File: src/rtl/hazard_pkg.sv
// Shared types and helpers for the pipeline hazard controller.
package hazard_pkg;

    // Sequencer states; encoding is fixed so debug probes can decode it directly.
    typedef enum logic [1:0] {
        StRun     = 2'd0,
        StMemWait = 2'd1,
        StHalt    = 2'd2
    } state_e;

    // Architectural zero register: writes to it never create a dependency.
    localparam logic [4:0] ZERO_REG = 5'd0;

    // Bits needed to count 0..value-1 (at least one bit).
    function automatic int unsigned clog2(input int unsigned value);
        int unsigned width;
        width = 0;
        while ((64'd1 << width) < 64'(value)) begin
            width = width + 1;
        end
        if (width == 0) begin
            width = 1;
        end
        return width;
    endfunction

endpackage

File: src/rtl/hazard_ctrl_sat_counter.sv
// Saturating event counter: counts INC pulses, sticks at all-ones.
module sat_counter #(
    parameter int unsigned CNT_WIDTH = 16
) (
    input  logic                 CLK,
    input  logic                 RESET,
    input  logic                 INC,
    output logic [CNT_WIDTH-1:0] COUNT
);

    logic [CNT_WIDTH-1:0] count_q;

    // Synchronous clear; increment only while below the saturation value.
    always_ff @(posedge CLK) begin
        if (RESET) begin
            count_q <= '0;
        end else if (INC && (count_q != {CNT_WIDTH{1'b1}})) begin
            count_q <= count_q + 1'b1;
        end
    end

    assign COUNT = count_q;

endmodule

File: src/rtl/hazard_ctrl.sv
// Pipeline sequencing controller: load-use bubbles, branch flushes,
// data-memory wait states with timeout halt, and stall/flush counters.
module hazard_ctrl
    import hazard_pkg::*;
#(
    parameter int unsigned TIMEOUT   = 16,
    parameter int unsigned CNT_WIDTH = 16
) (
    input  logic                 CLK,
    input  logic                 RESET,
    input  logic [4:0]           ID_RS,
    input  logic [4:0]           ID_RT,
    input  logic                 ID_USES_RT,
    input  logic                 EX_MEM_READ,
    input  logic [4:0]           EX_RT,
    input  logic                 MEM_BRANCH_TAKEN,
    input  logic                 MEM_ACCESS,
    input  logic                 DMEM_READY,
    input  logic                 HALT_REQ,
    output logic                 PC_WRITE,
    output logic                 IF_ID_WRITE,
    output logic                 IF_ID_FLUSH,
    output logic                 ID_EX_FLUSH,
    output logic                 EX_MEM_FLUSH,
    output logic                 PIPE_HOLD,
    output logic                 PC_SRC_BRANCH,
    output logic                 MEM_ERROR,
    output logic [CNT_WIDTH-1:0] STALL_COUNT,
    output logic [CNT_WIDTH-1:0] FLUSH_COUNT
);

    localparam int unsigned TimerW = clog2(TIMEOUT);
    localparam logic [TimerW-1:0] TimerLast = TimerW'(TIMEOUT - 1);

    state_e            state_q, state_d;
    logic [TimerW-1:0] timer_q, timer_d;
    logic              mem_error_q, mem_error_d;
    logic              stall_inc, flush_inc;
    logic              load_use;

    // Load in EX feeds a source of the instruction in ID; r0 never hazards.
    assign load_use = EX_MEM_READ && (EX_RT != ZERO_REG) &&
                      ((EX_RT == ID_RS) || (ID_USES_RT && (EX_RT == ID_RT)));

    // Control outputs and next state from registered state plus current inputs.
    always_comb begin
        PC_WRITE      = 1'b1;
        IF_ID_WRITE   = 1'b1;
        IF_ID_FLUSH   = 1'b0;
        ID_EX_FLUSH   = 1'b0;
        EX_MEM_FLUSH  = 1'b0;
        PIPE_HOLD     = 1'b0;
        PC_SRC_BRANCH = 1'b0;
        state_d       = state_q;
        timer_d       = timer_q;
        mem_error_d   = mem_error_q;
        stall_inc     = 1'b0;
        flush_inc     = 1'b0;

        if (RESET) begin
            PC_WRITE     = 1'b0;
            IF_ID_WRITE  = 1'b0;
            IF_ID_FLUSH  = 1'b1;
            ID_EX_FLUSH  = 1'b1;
            EX_MEM_FLUSH = 1'b1;
        end else begin
            unique case (state_q)
                StRun: begin
                    if (MEM_ACCESS && !DMEM_READY) begin
                        PIPE_HOLD   = 1'b1;
                        PC_WRITE    = 1'b0;
                        IF_ID_WRITE = 1'b0;
                        stall_inc   = 1'b1;
                        timer_d     = TimerW'(1);
                        state_d     = StMemWait;
                    end else if (MEM_BRANCH_TAKEN) begin
                        // Flush also discards any load-use pending in ID.
                        PC_SRC_BRANCH = 1'b1;
                        IF_ID_FLUSH   = 1'b1;
                        ID_EX_FLUSH   = 1'b1;
                        EX_MEM_FLUSH  = 1'b1;
                        flush_inc     = 1'b1;
                    end else if (load_use) begin
                        PC_WRITE    = 1'b0;
                        IF_ID_WRITE = 1'b0;
                        ID_EX_FLUSH = 1'b1;
                        stall_inc   = 1'b1;
                    end else if (HALT_REQ) begin
                        // Halt entry belongs to the halt, not to stall accounting.
                        PC_WRITE    = 1'b0;
                        IF_ID_WRITE = 1'b0;
                        ID_EX_FLUSH = 1'b1;
                        state_d     = StHalt;
                    end
                end
                StMemWait: begin
                    if (DMEM_READY) begin
                        state_d = StRun;
                        timer_d = '0;
                    end else begin
                        PIPE_HOLD   = 1'b1;
                        PC_WRITE    = 1'b0;
                        IF_ID_WRITE = 1'b0;
                        stall_inc   = 1'b1;
                        timer_d     = timer_q + 1'b1;
                        if (timer_q == TimerLast) begin
                            mem_error_d = 1'b1;
                            state_d     = StHalt;
                        end
                    end
                end
                StHalt: begin
                    PC_WRITE    = 1'b0;
                    IF_ID_WRITE = 1'b0;
                    PIPE_HOLD   = 1'b1;
                end
                default: begin
                    state_d = StRun;
                    timer_d = '0;
                end
            endcase
        end
    end

    // Sequencer state, wait timer and sticky error flag.
    always_ff @(posedge CLK) begin
        if (RESET) begin
            state_q     <= StRun;
            timer_q     <= '0;
            mem_error_q <= 1'b0;
        end else begin
            state_q     <= state_d;
            timer_q     <= timer_d;
            mem_error_q <= mem_error_d;
        end
    end

    assign MEM_ERROR = mem_error_q;

    sat_counter #(
        .CNT_WIDTH(CNT_WIDTH)
    ) u_stall_cnt (
        .CLK  (CLK),
        .RESET(RESET),
        .INC  (stall_inc),
        .COUNT(STALL_COUNT)
    );

    sat_counter #(
        .CNT_WIDTH(CNT_WIDTH)
    ) u_flush_cnt (
        .CLK  (CLK),
        .RESET(RESET),
        .INC  (flush_inc),
        .COUNT(FLUSH_COUNT)
    );

endmodule

File: config.mk
export PLATFORM = sky130hd
export DESIGN_NAME = hazard_ctrl
export DESIGN_NICKNAME = d
export VERILOG_FILES = /design/src/rtl/hazard_pkg.sv /design/src/rtl/hazard_ctrl_sat_counter.sv /design/src/rtl/hazard_ctrl.sv
export SDC_FILE = /design/constraint.sdc
export NUM_CORES = 1
export LEC_CHECK = 0
export ABC_AREA = 1
export CORE_MARGIN = 3
export CORE_UTILIZATION = 55
export CTS_BUF_LIST = sky130_fd_sc_hd__clkbuf_8
export CTS_CLUSTER_DIAMETER = 80
export DETAILED_ROUTE_END_ITERATION = 6
export GPL_TIMING_DRIVEN = 0
export PLACE_DENSITY = 0.88
export SLEW_MARGIN = 40
export SYNTH_ARGS = -nofsm -noshare
export SYNTH_HDL_FRONTEND = slang
export SYNTH_SLANG_ARGS = --single-unit
File: constraint.sdc
create_clock -name CLK -period 4.9 [get_ports CLK]
set_input_delay 1.47 -clock CLK [delete_from_list [all_inputs] [get_ports CLK]]
set_output_delay 1.47 -clock CLK [all_outputs]
set_load 0.02 [all_outputs]
==> run metrics <==
status finished clean; Finished Core Util 77.8%; final worst slack 106 ps; Top-Level Pins 63; GRT Util Overall 25.8%; detail-routed net length per standard cell 12.9 microns; critical path data required time 3430 ps; most frequent cell after synthesis nand2_1; die area 0.00530 sq mm; ANT cells 0; via count about 2700; part of the power in registers 49.4%; Reg clk slew, reported paths 70 ps; maximum VDD drop 0.000139 V; largest net degree at the start of global routing 11; synth unique cells 31; Residual DRC 0; H-tree levels 2; number of clock sinks 39; initial antenna violation count 0; final WL 6.42 mm; vias in the first global route approximately 2500; Slew headroom 67.0%; non-filler cells, final around 500; Ys Warns 0; top-area cell type share of the netlist area 31.8%; max incr delay on CP 670 ps; crit-path most repeated cell clkdlybuf4s50_1; Worst Setup EP IF_ID_FLUSH; Rows 23; worst path arrival time 3320 ps; Tcrit/Tclk final 97.8%; Synthesized Nets 406; share of layout cells above drive strength 1 8.26%; Final min period between 4000 and 5000 ps; PD cells 207 mW/mm^2; Sw Pwr 0.193 mW; clock tree buffer depth 2; slowest CP cell clkdlybuf4s50_1; critical path capture point type output pin; Sw Share 29.0%; CTS tree yes; DR iter-0 viols 242; hpwl dp 4.95 mm; Synth Register Bits 39; worst reg2reg endpoint u_stall_cnt.COUNT[14]$_SDFFE_PP0P_; fill count 344; cell-internal power between 0.4 and 0.5 mW; setup_tns 0 ps; GR Overflow Total 0; Clk pwr share 29.7%; gp weighted congestion 0.947; Nets 475; R2R cell count 8; first-pass GRT wire length 11.1 mm; sequential share of the synthesized area 31.8%; predominant post-synthesis flop cell dfxtp_1; hold crit path type reg -> reg; FMAX 209 MHz; Commonest cells post-synth nand2_1, nor2_1, inv_1, dfxtp_1, nand3_1; Lkg Pwr 1.29 nW; CP Max Fanout 10; MaxCap Viol Count 0; Critical path origin RESET; number of flops mapped to enable cells by yosys 0; Skew-Pair Late Insertion Delay 290 ps; share of power burned in combinational logic roughly a fifth; top post-synthesis cells by area dfxtp_1, nand2_1, nand3_1, nor2_1, inv_1; total clock buffers created by CTS 5; Setup WS pre-CTS -20.1 ps; hold path depth 2; RSZ-0062 raised after global routing false; RR Startpoint u_stall_cnt.COUNT[0]$_SDFFE_PP0P_; post-synth top area cell dfxtp_1; R2R setup slack about 3000 ps; CP cell instances clkdlybuf4s50_1 -> inv_1 -> clkbuf_2 -> nand2_1 -> buf_4 -> clkdlybuf4s50_1; post-route ant nets 0; drt via density around 5.4; DRT Pass-1 Iters 6; Hold Buf Count CTS 0; startpoint types primary input; syn_area_per_cell 6.46 sq um; root buf cell clkbuf_8; Die W 72.8 microns; area of the core 0.00414 sq mm; Fin. Hold Viols 0; final setup fails 0; Setup Skew around 5 ps; Setup CP Type in -> out; Area Growth Syn to Fin 31.4%; post-synthesis cell count 380; Slew @ Worst Pin 495 ps; Initial Utilization 59.2%; design area 0.00322 sq mm; Buffers on Ports slightly above 60; FFs w/ async S/R, synth 0%; cell count after placement 492; Hold Path Origin timer_q[2]$_SDFFE_PP0P_; placed instance area 0.00314 sq mm; Post-Syn Area ~0.0025 sq mm; die height 72.8 microns; max-slew violations 0
## how the worst min path moves through the flow
stage	slack [ps]	to
2_1_floorplan	440	timer_q[2]$_SDFFE_PP0P_
3_3_place_gp	450	MEM_ERROR$_SDFFE_PP0P_
3_5_place_dp	470	timer_q[2]$_SDFFE_PP0P_
4_1_cts	480	timer_q[2]$_SDFFE_PP0P_
5_1_grt	490	timer_q[1]$_SDFFE_PP0P_
6_report	480	timer_q[2]$_SDFFE_PP0P_
## per-stage QoR
stage / total power [mW] / hold slack (ps)
2_1_floorplan: 0.417 / 437
3_3_place_gp: 0.471 / 449
3_5_place_dp: 0.474 / 469
4_1_cts: 0.669 / 479
5_1_grt: 0.698 / 495
6_report: 0.667 / 479
## what timing repair did
action	4_1_cts	5_1_grt
endpoints found under the hold margin	0	0
setup buffers	0	0
cloned	0	0
gates resized for setup	2	3
setup endpoints to repair	2	3
## area by class of cell
| type | count | area [sq um] | area share [%] |
|---|---|---|---|
| Timing Repair Buffer | 62 | 628 | 19.5 |
| Clock inverter | 1 | 3.75 | 0.116 |
| Buffer | 10 | 57.6 | 1.79 |
| Clock buffer | 5 | 68.8 | 2.13 |
| Inverter | 49 | 184 | 5.70 |
| Multi-Input combinational cell | 282 | 1440 | 44.6 |
| Tap cell | 50 | 62.6 | 1.94 |
| Sequential cell | 39 | 781 | 24.2 |
## layer usage
| metal | global-route usage (%) | part of all wire [%] | vias to the layer above |
|---|---|---|---|
| met5 | 0 | 0 | - |
| met4 | 8.40 | 1.6 | 0 |
| met3 | 3.72 | 6.6 | 15 |
| met2 | 44.4 | 49 | 129 |
| met1 | 33.0 | 42 | 1197 |
| li1 | - | - | 1364 |
## cells by family after synthesis
family | synth area share [%]
and+or+nand+nor | 38.0
buffers and inverters | 9.79
AOI/OAI and AO/OA | 12.4
DFF | 31.8
xor gates and xnor gates | 6.43
adders and majority gates | 1.53
## critical path, delay by kind of cell
kind	cells	cell delay, ps
buf+inv	5	1730
simple gates	1	130
## sequential cells by signal, indices dropped and copies added (netlist names)
name / flops
u_flush_cnt.COUNT: 16
u_stall_cnt.COUNT: 16
state_q: 2
MEM_ERROR: 1
timer_q: 4
## cell usage in the layout, fill, tap and decap left out, types with 3 or more instances in the layout
cell / synthesis / final
inv_1: 41 / 42
a21oi_1: 28 / 28
clkdlybuf4s50_1: 0 / 59
nand4_1: 5 / 5
ha_1: 3 / 3
inv_2: 8 / 8
dfxtp_1: 39 / 39
xor2_1: 12 / 12
nor3_1: 13 / 13
nand2_1: 97 / 97
o21ai_0: 11 / 11
xnor2_1: 6 / 6
o21ai_1: 5 / 5
buf_2: 3 / 3
nand3_1: 38 / 38
a21oi_2: 3 / 3
nor2_1: 42 / 42
clkbuf_8: 0 / 5
dlymetal6s2s_1: 0 / 3
nand2_2: 5 / 5
## power by group through the flow
stage	combinational, mW	sequential [mW]	clock (mW)
floorplan	0.0777	0.339	0
global placement	0.134	0.337	0
detailed placement	0.137	0.337	0
CTS	0.139	0.329	0.200
global route	0.153	0.331	0.215
finish	0.139	0.329	0.198
Power figures use the tool's default switching activity.
